--- src/rtl/esfa_pkg.sv ---
// Shared definitions for the ESFA operation sequencer.
// Holds the op encodings, the idle selector code, the FSM state type
// and the default widths and timing used by the sequencer and its host interface.
package esfa_pkg;

  localparam int IDX_W             = 8;
  localparam int VAL_W             = 8;
  localparam int DEF_NUM_CELLS     = 8;
  localparam int DEF_SETTLE_CYCLES = 2;

  localparam logic [1:0] OP_NOP    = 2'd0;
  localparam logic [1:0] OP_WRITE  = 2'd1;
  localparam logic [1:0] OP_META   = 2'd2;
  localparam logic [1:0] OP_LOOKUP = 2'd3;

  localparam logic [VAL_W-1:0] SEL_IDLE = 8'hFF;

  typedef enum logic [2:0] {
    ST_INIT,
    ST_IDLE,
    ST_ISSUE,
    ST_SETTLE,
    ST_RESP
  } state_e;

endpackage

--- src/rtl/esfa_op_sequencer_if.sv ---
// Host request/response channel of the ESFA sequencer.
// Request: req_valid/req_ready plus op, index, value, meta and selector.
// Response: rsp_valid/rsp_ready plus op echo, bool, value and err.
// The master modport is the host side; the slave modport is the sequencer side.
interface esfa_op_sequencer_if;
  import esfa_pkg::*;

  logic             req_valid;
  logic             req_ready;
  logic [1:0]       req_op;
  logic [IDX_W-1:0] req_index;
  logic [VAL_W-1:0] req_value;
  logic [VAL_W-1:0] req_meta;
  logic [VAL_W-1:0] req_selector;
  logic             rsp_valid;
  logic             rsp_ready;
  logic [1:0]       rsp_op;
  logic             rsp_bool;
  logic [VAL_W-1:0] rsp_value;
  logic             rsp_err;

  modport master (
    output req_valid, req_op, req_index, req_value, req_meta, req_selector, rsp_ready,
    input  req_ready, rsp_valid, rsp_op, rsp_bool, rsp_value, rsp_err
  );

  modport slave (
    input  req_valid, req_op, req_index, req_value, req_meta, req_selector, rsp_ready,
    output req_ready, rsp_valid, rsp_op, rsp_bool, rsp_value, rsp_err
  );

endinterface

--- src/rtl/esfa_rsp_reg.sv ---
// Response holding register with a valid/ready output.
// Ports: clk, reset (async, active high); load plus the ld_* fields written
// on load; rsp_ready from the host; rsp_valid and the rsp_* fields to the host.
// The fields stay stable from load until the rsp_valid & rsp_ready handshake.
module esfa_rsp_reg
  import esfa_pkg::*;
(
  input  logic             clk,
  input  logic             reset,
  input  logic             load,
  input  logic [1:0]       ld_op,
  input  logic             ld_bool,
  input  logic [VAL_W-1:0] ld_value,
  input  logic             ld_err,
  input  logic             rsp_ready,
  output logic             rsp_valid,
  output logic [1:0]       rsp_op,
  output logic             rsp_bool,
  output logic [VAL_W-1:0] rsp_value,
  output logic             rsp_err
);

  logic             valid_q, valid_d;
  logic [1:0]       op_q, op_d;
  logic             bool_q, bool_d;
  logic [VAL_W-1:0] value_q, value_d;
  logic             err_q, err_d;

  always_comb begin
    valid_d = valid_q;
    op_d    = op_q;
    bool_d  = bool_q;
    value_d = value_q;
    err_d   = err_q;
    if (load) begin
      valid_d = 1'b1;
      op_d    = ld_op;
      bool_d  = ld_bool;
      value_d = ld_value;
      err_d   = ld_err;
    end else if (valid_q && rsp_ready) begin
      valid_d = 1'b0;
    end
  end

  always_ff @(posedge clk or posedge reset) begin
    if (reset) begin
      valid_q <= 1'b0;
      op_q    <= 2'd0;
      bool_q  <= 1'b0;
      value_q <= '0;
      err_q   <= 1'b0;
    end else begin
      valid_q <= valid_d;
      op_q    <= op_d;
      bool_q  <= bool_d;
      value_q <= value_d;
      err_q   <= err_d;
    end
  end

  assign rsp_valid = valid_q;
  assign rsp_op    = op_q;
  assign rsp_bool  = bool_q;
  assign rsp_value = value_q;
  assign rsp_err   = err_q;

endmodule

--- src/rtl/esfa_op_sequencer.sv ---
// Front-end sequencer for the 8-cell ESFA array and its combinator tree.
// Ports: clk, reset (async, active high); host (request/response channel,
// slave side); arr_* drive lines to the array and result lines from the tree
// root; init_done (zero sweep finished); busy (not in IDLE).
//
// state  | meaning
// INIT   | zero sweep, one cell per cycle
// IDLE   | req_ready high, waiting for a request
// ISSUE  | drive the latched op onto the array lines
// SETTLE | hold the drive while the array registers it and the tree settles
// RESP   | response presented, waiting for rsp_ready
module esfa_op_sequencer
  import esfa_pkg::*;
#(
  parameter int NUM_CELLS     = DEF_NUM_CELLS,
  parameter int SETTLE_CYCLES = DEF_SETTLE_CYCLES
) (
  input  logic             clk,
  input  logic             reset,
  esfa_op_sequencer_if.slave host,
  output logic [IDX_W-1:0] arr_new_index,
  output logic [VAL_W-1:0] arr_new_value,
  output logic [VAL_W-1:0] arr_metadata,
  output logic             arr_isMetadata,
  output logic [VAL_W-1:0] arr_selector,
  input  logic             arr_resultBool,
  input  logic [VAL_W-1:0] arr_resultValue,
  output logic             init_done,
  output logic             busy
);

  localparam int CNT_W = $clog2(SETTLE_CYCLES + 1);

  state_e           state_q, state_d;
  logic [IDX_W-1:0] init_cnt_q, init_cnt_d;
  logic [CNT_W-1:0] settle_cnt_q, settle_cnt_d;
  logic [1:0]       op_q, op_d;
  logic [IDX_W-1:0] index_q, index_d;
  logic [VAL_W-1:0] value_q, value_d;
  logic [VAL_W-1:0] meta_q, meta_d;
  logic [VAL_W-1:0] sel_q, sel_d;
  logic [IDX_W-1:0] a_index_q, a_index_d;
  logic [VAL_W-1:0] a_value_q, a_value_d;
  logic [VAL_W-1:0] a_meta_q, a_meta_d;
  logic             a_is_meta_q, a_is_meta_d;
  logic [VAL_W-1:0] a_sel_q, a_sel_d;
  logic             init_done_q, init_done_d;
  logic             req_ready_q, req_ready_d;
  logic             busy_q, busy_d;

  logic             rsp_load;
  logic [1:0]       ld_op;
  logic             ld_bool;
  logic [VAL_W-1:0] ld_value;
  logic             ld_err;
  logic             in_range;

  // Full-width unsigned compare so out-of-range indices never alias onto a cell.
  assign in_range = 32'(host.req_index) < NUM_CELLS;

  always_comb begin
    state_d      = state_q;
    init_cnt_d   = init_cnt_q;
    settle_cnt_d = settle_cnt_q;
    op_d         = op_q;
    index_d      = index_q;
    value_d      = value_q;
    meta_d       = meta_q;
    sel_d        = sel_q;
    a_index_d    = a_index_q;
    a_value_d    = a_value_q;
    a_meta_d     = a_meta_q;
    a_is_meta_d  = a_is_meta_q;
    a_sel_d      = a_sel_q;
    init_done_d  = init_done_q;
    rsp_load     = 1'b0;
    ld_op        = op_q;
    ld_bool      = 1'b0;
    ld_value     = '0;
    ld_err       = 1'b0;

    case (state_q)
      ST_INIT: begin
        a_value_d   = '0;
        a_is_meta_d = 1'b0;
        a_sel_d     = SEL_IDLE;
        if (init_cnt_q == IDX_W'(NUM_CELLS - 1)) begin
          state_d     = ST_IDLE;
          init_done_d = 1'b1;
        end else begin
          init_cnt_d = init_cnt_q + IDX_W'(1);
          a_index_d  = init_cnt_q + IDX_W'(1);
        end
      end
      ST_IDLE: begin
        if (host.req_valid && req_ready_q) begin
          op_d    = host.req_op;
          index_d = host.req_index;
          value_d = host.req_value;
          meta_d  = host.req_meta;
          sel_d   = host.req_selector;
          ld_op   = host.req_op;
          if (host.req_op == OP_NOP) begin
            rsp_load = 1'b1;
            state_d  = ST_RESP;
          end else if (host.req_op == OP_LOOKUP || in_range) begin
            state_d = ST_ISSUE;
          end else begin
            rsp_load = 1'b1;
            ld_err   = 1'b1;
            state_d  = ST_RESP;
          end
        end
      end
      ST_ISSUE: begin
        case (op_q)
          OP_WRITE: begin
            a_index_d   = index_q;
            a_value_d   = value_q;
            a_is_meta_d = 1'b0;
            a_sel_d     = SEL_IDLE;
          end
          OP_META: begin
            a_index_d   = index_q;
            a_meta_d    = meta_q;
            a_is_meta_d = 1'b1;
            a_sel_d     = SEL_IDLE;
          end
          OP_LOOKUP: a_sel_d = sel_q;
          default: ;
        endcase
        // One cycle for the array to take the drive, then SETTLE_CYCLES for the tree.
        settle_cnt_d = CNT_W'(SETTLE_CYCLES);
        state_d      = ST_SETTLE;
      end
      ST_SETTLE: begin
        if (settle_cnt_q == '0) begin
          rsp_load    = 1'b1;
          ld_bool     = arr_resultBool;
          ld_value    = arr_resultValue;
          a_sel_d     = SEL_IDLE;
          a_is_meta_d = 1'b0;
          state_d     = ST_RESP;
        end else begin
          settle_cnt_d = settle_cnt_q - CNT_W'(1);
        end
      end
      ST_RESP: begin
        if (host.rsp_valid && host.rsp_ready) state_d = ST_IDLE;
      end
      default: state_d = ST_INIT;
    endcase

    req_ready_d = (state_d == ST_IDLE);
    busy_d      = (state_d != ST_IDLE);
  end

  always_ff @(posedge clk or posedge reset) begin
    if (reset) begin
      state_q      <= ST_INIT;
      init_cnt_q   <= '0;
      settle_cnt_q <= '0;
      op_q         <= 2'd0;
      index_q      <= '0;
      value_q      <= '0;
      meta_q       <= '0;
      sel_q        <= '0;
      a_index_q    <= '0;
      a_value_q    <= '0;
      a_meta_q     <= '0;
      a_is_meta_q  <= 1'b0;
      a_sel_q      <= SEL_IDLE;
      init_done_q  <= 1'b0;
      req_ready_q  <= 1'b0;
      busy_q       <= 1'b1;
    end else begin
      state_q      <= state_d;
      init_cnt_q   <= init_cnt_d;
      settle_cnt_q <= settle_cnt_d;
      op_q         <= op_d;
      index_q      <= index_d;
      value_q      <= value_d;
      meta_q       <= meta_d;
      sel_q        <= sel_d;
      a_index_q    <= a_index_d;
      a_value_q    <= a_value_d;
      a_meta_q     <= a_meta_d;
      a_is_meta_q  <= a_is_meta_d;
      a_sel_q      <= a_sel_d;
      init_done_q  <= init_done_d;
      req_ready_q  <= req_ready_d;
      busy_q       <= busy_d;
    end
  end

  esfa_rsp_reg u_rsp_reg (
    .clk       (clk),
    .reset     (reset),
    .load      (rsp_load),
    .ld_op     (ld_op),
    .ld_bool   (ld_bool),
    .ld_value  (ld_value),
    .ld_err    (ld_err),
    .rsp_ready (host.rsp_ready),
    .rsp_valid (host.rsp_valid),
    .rsp_op    (host.rsp_op),
    .rsp_bool  (host.rsp_bool),
    .rsp_value (host.rsp_value),
    .rsp_err   (host.rsp_err)
  );

  assign host.req_ready  = req_ready_q;
  assign arr_new_index   = a_index_q;
  assign arr_new_value   = a_value_q;
  assign arr_metadata    = a_meta_q;
  assign arr_isMetadata  = a_is_meta_q;
  assign arr_selector    = a_sel_q;
  assign init_done       = init_done_q;
  assign busy            = busy_q;

endmodule

--- src/flat_wrapper.sv ---
// flat-port wrapper written by rule: the top's interface ports become plain ports
module esfa_op_sequencer_flat import esfa_pkg::*;
#(
  parameter int NUM_CELLS     = DEF_NUM_CELLS,
  parameter int SETTLE_CYCLES = DEF_SETTLE_CYCLES
)
  (clk, reset, arr_new_index, arr_new_value, arr_metadata, arr_isMetadata, arr_selector, arr_resultBool, arr_resultValue, init_done, busy, host_req_valid, host_req_op, host_req_index, host_req_value, host_req_meta, host_req_selector, host_rsp_ready, host_req_ready, host_rsp_valid, host_rsp_op, host_rsp_bool, host_rsp_value, host_rsp_err);
  esfa_op_sequencer_if host_i ();
  input  logic clk;
  input  logic reset;
  output logic [IDX_W-1:0] arr_new_index;
  output logic [VAL_W-1:0] arr_new_value;
  output logic [VAL_W-1:0] arr_metadata;
  output logic arr_isMetadata;
  output logic [VAL_W-1:0] arr_selector;
  input  logic arr_resultBool;
  input  logic [VAL_W-1:0] arr_resultValue;
  output logic init_done;
  output logic busy;
  input wire logic [$bits(host_i.req_valid)-1:0] host_req_valid;
  input wire logic [$bits(host_i.req_op)-1:0] host_req_op;
  input wire logic [$bits(host_i.req_index)-1:0] host_req_index;
  input wire logic [$bits(host_i.req_value)-1:0] host_req_value;
  input wire logic [$bits(host_i.req_meta)-1:0] host_req_meta;
  input wire logic [$bits(host_i.req_selector)-1:0] host_req_selector;
  input wire logic [$bits(host_i.rsp_ready)-1:0] host_rsp_ready;
  output wire logic [$bits(host_i.req_ready)-1:0] host_req_ready;
  output wire logic [$bits(host_i.rsp_valid)-1:0] host_rsp_valid;
  output wire logic [$bits(host_i.rsp_op)-1:0] host_rsp_op;
  output wire logic [$bits(host_i.rsp_bool)-1:0] host_rsp_bool;
  output wire logic [$bits(host_i.rsp_value)-1:0] host_rsp_value;
  output wire logic [$bits(host_i.rsp_err)-1:0] host_rsp_err;
  assign host_i.req_valid = host_req_valid;
  assign host_i.req_op = host_req_op;
  assign host_i.req_index = host_req_index;
  assign host_i.req_value = host_req_value;
  assign host_i.req_meta = host_req_meta;
  assign host_i.req_selector = host_req_selector;
  assign host_i.rsp_ready = host_rsp_ready;
  assign host_req_ready = host_i.req_ready;
  assign host_rsp_valid = host_i.rsp_valid;
  assign host_rsp_op = host_i.rsp_op;
  assign host_rsp_bool = host_i.rsp_bool;
  assign host_rsp_value = host_i.rsp_value;
  assign host_rsp_err = host_i.rsp_err;
  esfa_op_sequencer #(.NUM_CELLS(NUM_CELLS), .SETTLE_CYCLES(SETTLE_CYCLES)) u_core (.clk(clk), .reset(reset), .host(host_i), .arr_new_index(arr_new_index), .arr_new_value(arr_new_value), .arr_metadata(arr_metadata), .arr_isMetadata(arr_isMetadata), .arr_selector(arr_selector), .arr_resultBool(arr_resultBool), .arr_resultValue(arr_resultValue), .init_done(init_done), .busy(busy));
endmodule
--- config.mk ---
export PLATFORM = sky130hd
export DESIGN_NAME = esfa_op_sequencer_flat
export DESIGN_NICKNAME = d
export VERILOG_FILES = /design/src/rtl/esfa_pkg.sv /design/src/rtl/esfa_op_sequencer_if.sv /design/src/rtl/esfa_rsp_reg.sv /design/src/rtl/esfa_op_sequencer.sv /design/src/flat_wrapper.sv
export SDC_FILE = /design/constraint.sdc
export NUM_CORES = 1
export LEC_CHECK = 0
export ABC_AREA = 0
export CORE_UTILIZATION = 50
export CTS_CLUSTER_DIAMETER = 120
export DETAILED_ROUTE_END_ITERATION = 10
export PLACE_DENSITY = 0.79
export SLEW_MARGIN = 20
export SYNTH_ARGS = -nofsm -noshare
export SYNTH_HDL_FRONTEND = slang
export SYNTH_SLANG_ARGS = --single-unit
--- constraint.sdc ---
create_clock -name clk -period 4.8 [get_ports clk]
set_clock_uncertainty 0.2 [all_clocks]
set_input_delay 0.96 -clock clk [delete_from_list [all_inputs] [get_ports clk]]
set_output_delay 0.96 -clock clk [all_outputs]
set_load 0.1 [all_outputs]
==> results.ini <==
[synthesis]
yosys.area.top_type=dfrtp_1
syn_nets=479
synth_xor_area_frac=0.02038
synthCells=427
postSynth.asyncResetShare=1.000
synth_edf_count=0
synth_compound_area_frac=0.1168
yosys_warnings=0
ys.flop_type=dfrtp_1
ys_top_cells_by_area=dfrtp_1 (51%), nand2_1 (13%), dfstp_2 (5.5%)
ys_types=51
synth-simple-area-share=0.1989
yosys-mux-area-fraction=0.04426
netlist_area_um2=4297
yosys_register_bits=96
ys_seq_area_frac=0.5617
synth-adder-area-share=0.01456
synth_area_per_cell_um2=10.06
synth_top_family_by_area=simple AND/OR/NAND/NOR gates
synth_top_area_frac=0.5067

[critical_path]
cpMaxStageDelayCell=clkdlybuf4s50_1
end_kind=output port
crit_type=flip-flop to output port
r2r-end=u_core.arr_metadata[3]
r2r-start=u_core.state_q[1]
required_ps=3640
crit_arrival_ps=2040
worstPathMaxFanout=2
path_buf_inv=1
max_stage_delay_ps=1140
r2r_cells=3
cp_top_family=buffers and inverters
r2r_slack_ps=2060
worstPathCellList=clkdlybuf4s50_1
critPathLaunchType=flip-flop

[power_and_ir_drop]
power_density_nw_per_um2=598.6
p_int_w=0.001814
clock_power_share=0.177
peakVddDrop_mv=0.2691
p_seq_frac=0.369
switching_share=0.4488
p_total_w=0.003290
leakagePower_nw=2.530
p_switching_w=0.001477
combPwrFrac=0.455

[cells_and_area]
final_common_cell=nand2_1
layout-drive-gt1-share=0.09496
nets=563
post-route-util=0.6656
syn_to_final_growth_pct=27.93
num_antenna_cells=0
register_area_um2=2414
multi_input_area_um2=1697
instances_no_fill=621
fillCellCount=641
layout_common_cells=nand2_1 (146), clkdlybuf4s50_1 (95), dfrtp_1 (87), inv_1 (17), o21ai_0 (16)

[sta]
hold_viol_final=0
fmaxAchievable_mhz=312.5
min_period_over_period=0.6667
maxSlewHeadroom=0.3354
rsz0062_at_grt=false
period_minus_slack_ps=3200
setup_violations=0
slew_violations=0
setup_tns_ps=0
tightest_slew_ps=993.7

[clocking]
ctsResizeCount=0
cts_inserted_buffers=9
cts_sinks=96
cts_tree=built
clockBufferDepth=2
cts-root-buf=clkbuf_8
htree_levels=3
clkLatencyLatePin_ps=350
post_cts_buffers=0
path_clk_slew_ps=90
cts_hold_buf=0

[min_path]
hold_path_class=flip-flop to flip-flop
whs_path_depth=1
hold_end=u_core.init_done
min_from=u_core.init_done

[drt]
firstDrtPassIters=4
drtIter0Drc=187
wl_per_cell_um=15.03
avgViaCountPerCell=5.245
num_vias=3257
postRouteAntennaNets=0
drc=0
detail_route.wirelength_um=9331

[placement]
io_buffers=95
hpwl_um=6328
dpl.cell_count=605
gp_congestion=0.7975

[run]
cap_violations=0

[floorplanning]
dieArea_um2=8968
rows=33
chipWidth_um=94.70
initial_core_util=0.5203
die_h_um=94.70
ios=96
core_area_um2=8258

[status]
outcome=finished, final reports clean

[global_routing]
grt_first_pass_wirelength_um=15350
grt_max_degree=91
grt_util_all_layers=0.2237
grt.overflow.total=0
grt_pass1_vias=3292
antenna_found_initial=0

-- sequential cells by signal (all words and copies together) (netlist names), 3 cells and up --
name	count
u_core.arr_metadata	8
u_core.arr_new_index	8
u_core.arr_new_value	8
u_core.arr_selector	8
u_core.index_q	8
u_core.init_cnt_q	8
u_core.meta_q	8
u_core.sel_q	8
u_core.state_q	3
u_core.u_rsp_reg.rsp_value	8
u_core.value_q	8
-- logic make-up (layout without fill, tap and decap cells) --
| family | Yosys count | after routing |
|---|---|---|
| flip-flops | 96 | 96 |
| XOR/XNOR | 10 | 10 |
| AO/OA/AOI/OAI | 70 | 70 |
| buffers and inverters | 42 | 131 |
| multiplexers | 16 | 16 |
| adder cells (fa/ha/maj) | 5 | 5 |
| AND/OR/NAND/NOR | 188 | 188 |
-- area by class of cell --
cell class                 instances  share of cell area
sequential                        96              0.4391
multi-input combinational        289              0.3087
timing repair buffer              97              0.1757
clock buffer                      13             0.02709
tap                              105             0.02390
inverter                          18             0.01320
clock inverter                     3             0.01229
-- worst max-delay path by stage --
stage,startpoint,end,slack (ps),depth (start not counted)
2_1_floorplan,reset,u_core.arr_isMetadata,1150,1
3_3_place_gp,host_req_valid,u_core.state_q[2],1810,6
3_5_place_dp,host_req_valid,u_core.u_rsp_reg.rsp_op[0],1760,4
4_1_cts,u_core.arr_selector[3],arr_selector[3],1580,1
5_1_grt,u_core.arr_selector[3],arr_selector[3],1570,1
6_report,u_core.arr_selector[3],arr_selector[3],1600,1
-- per-layer routing --
| layer | GRT usage | vias to the layer above | wire length (um) |
|---|---|---|---|
| met2 | 0.3627 | 78 | 4459 |
| li1 | - | 1585 | - |
| met3 | 0.04428 | 12 | 463 |
| met4 | 0.08333 | 0 | 122 |
| met5 | 0 | - | 0 |
| met1 | 0.2979 | 1582 | 4285 |
-- cells in the mapped netlist, types with 2 or more instances --
| library cell | number |
|---|---|
| nor2_1 | 6 |
| dfstp_2 | 9 |
| mux2_2 | 8 |
| nor3b_2 | 3 |
| o2bb2ai_1 | 5 |
| xnor2_1 | 10 |
| buf_2 | 11 |
| o21a_1 | 2 |
| a22o_1 | 8 |
| o31ai_1 | 3 |
| buf_4 | 4 |
| nand4_1 | 4 |
| ha_1 | 5 |
| mux2_4 | 4 |
| a21oi_1 | 14 |
| dfrtp_1 | 87 |
| a211o_1 | 2 |
| o21ai_0 | 16 |
| o22a_1 | 8 |
| o22ai_1 | 3 |
| mux2i_1 | 4 |
| nor3_1 | 5 |
| nand3_1 | 3 |
| clkbuf_1 | 8 |
| and3_1 | 4 |
| nand2_1 | 146 |
| and2_1 | 3 |
| nor2b_1 | 2 |
| inv_1 | 18 |
-- power by group through the flow --
stage | clock (W) | sequential, W | combinational (W)
after floorplan | 0 | 0.00177 | 0.000604
after global placement | 0 | 0.00122 | 0.00147
after detailed placement | 0 | 0.00122 | 0.00150
after CTS | 0.000590 | 0.00121 | 0.00150
after global routing | 0.000620 | 0.00125 | 0.00159
final | 0.000581 | 0.00121 | 0.00150
-- metrics by stage --
stage / instance area [um2] / hold WS (ps) / setup slack (ps)
global route: 5497 / 305.8 / 1573
global placement: 5278 / 251.9 / 1809
floorplan: 4297 / 240.1 / 1150
detailed placement: 5278 / 254.0 / 1760
CTS: 5494 / 274.2 / 1583
finish: 5497 / 274.2 / 1600
(Power assumes the default switching activity.)
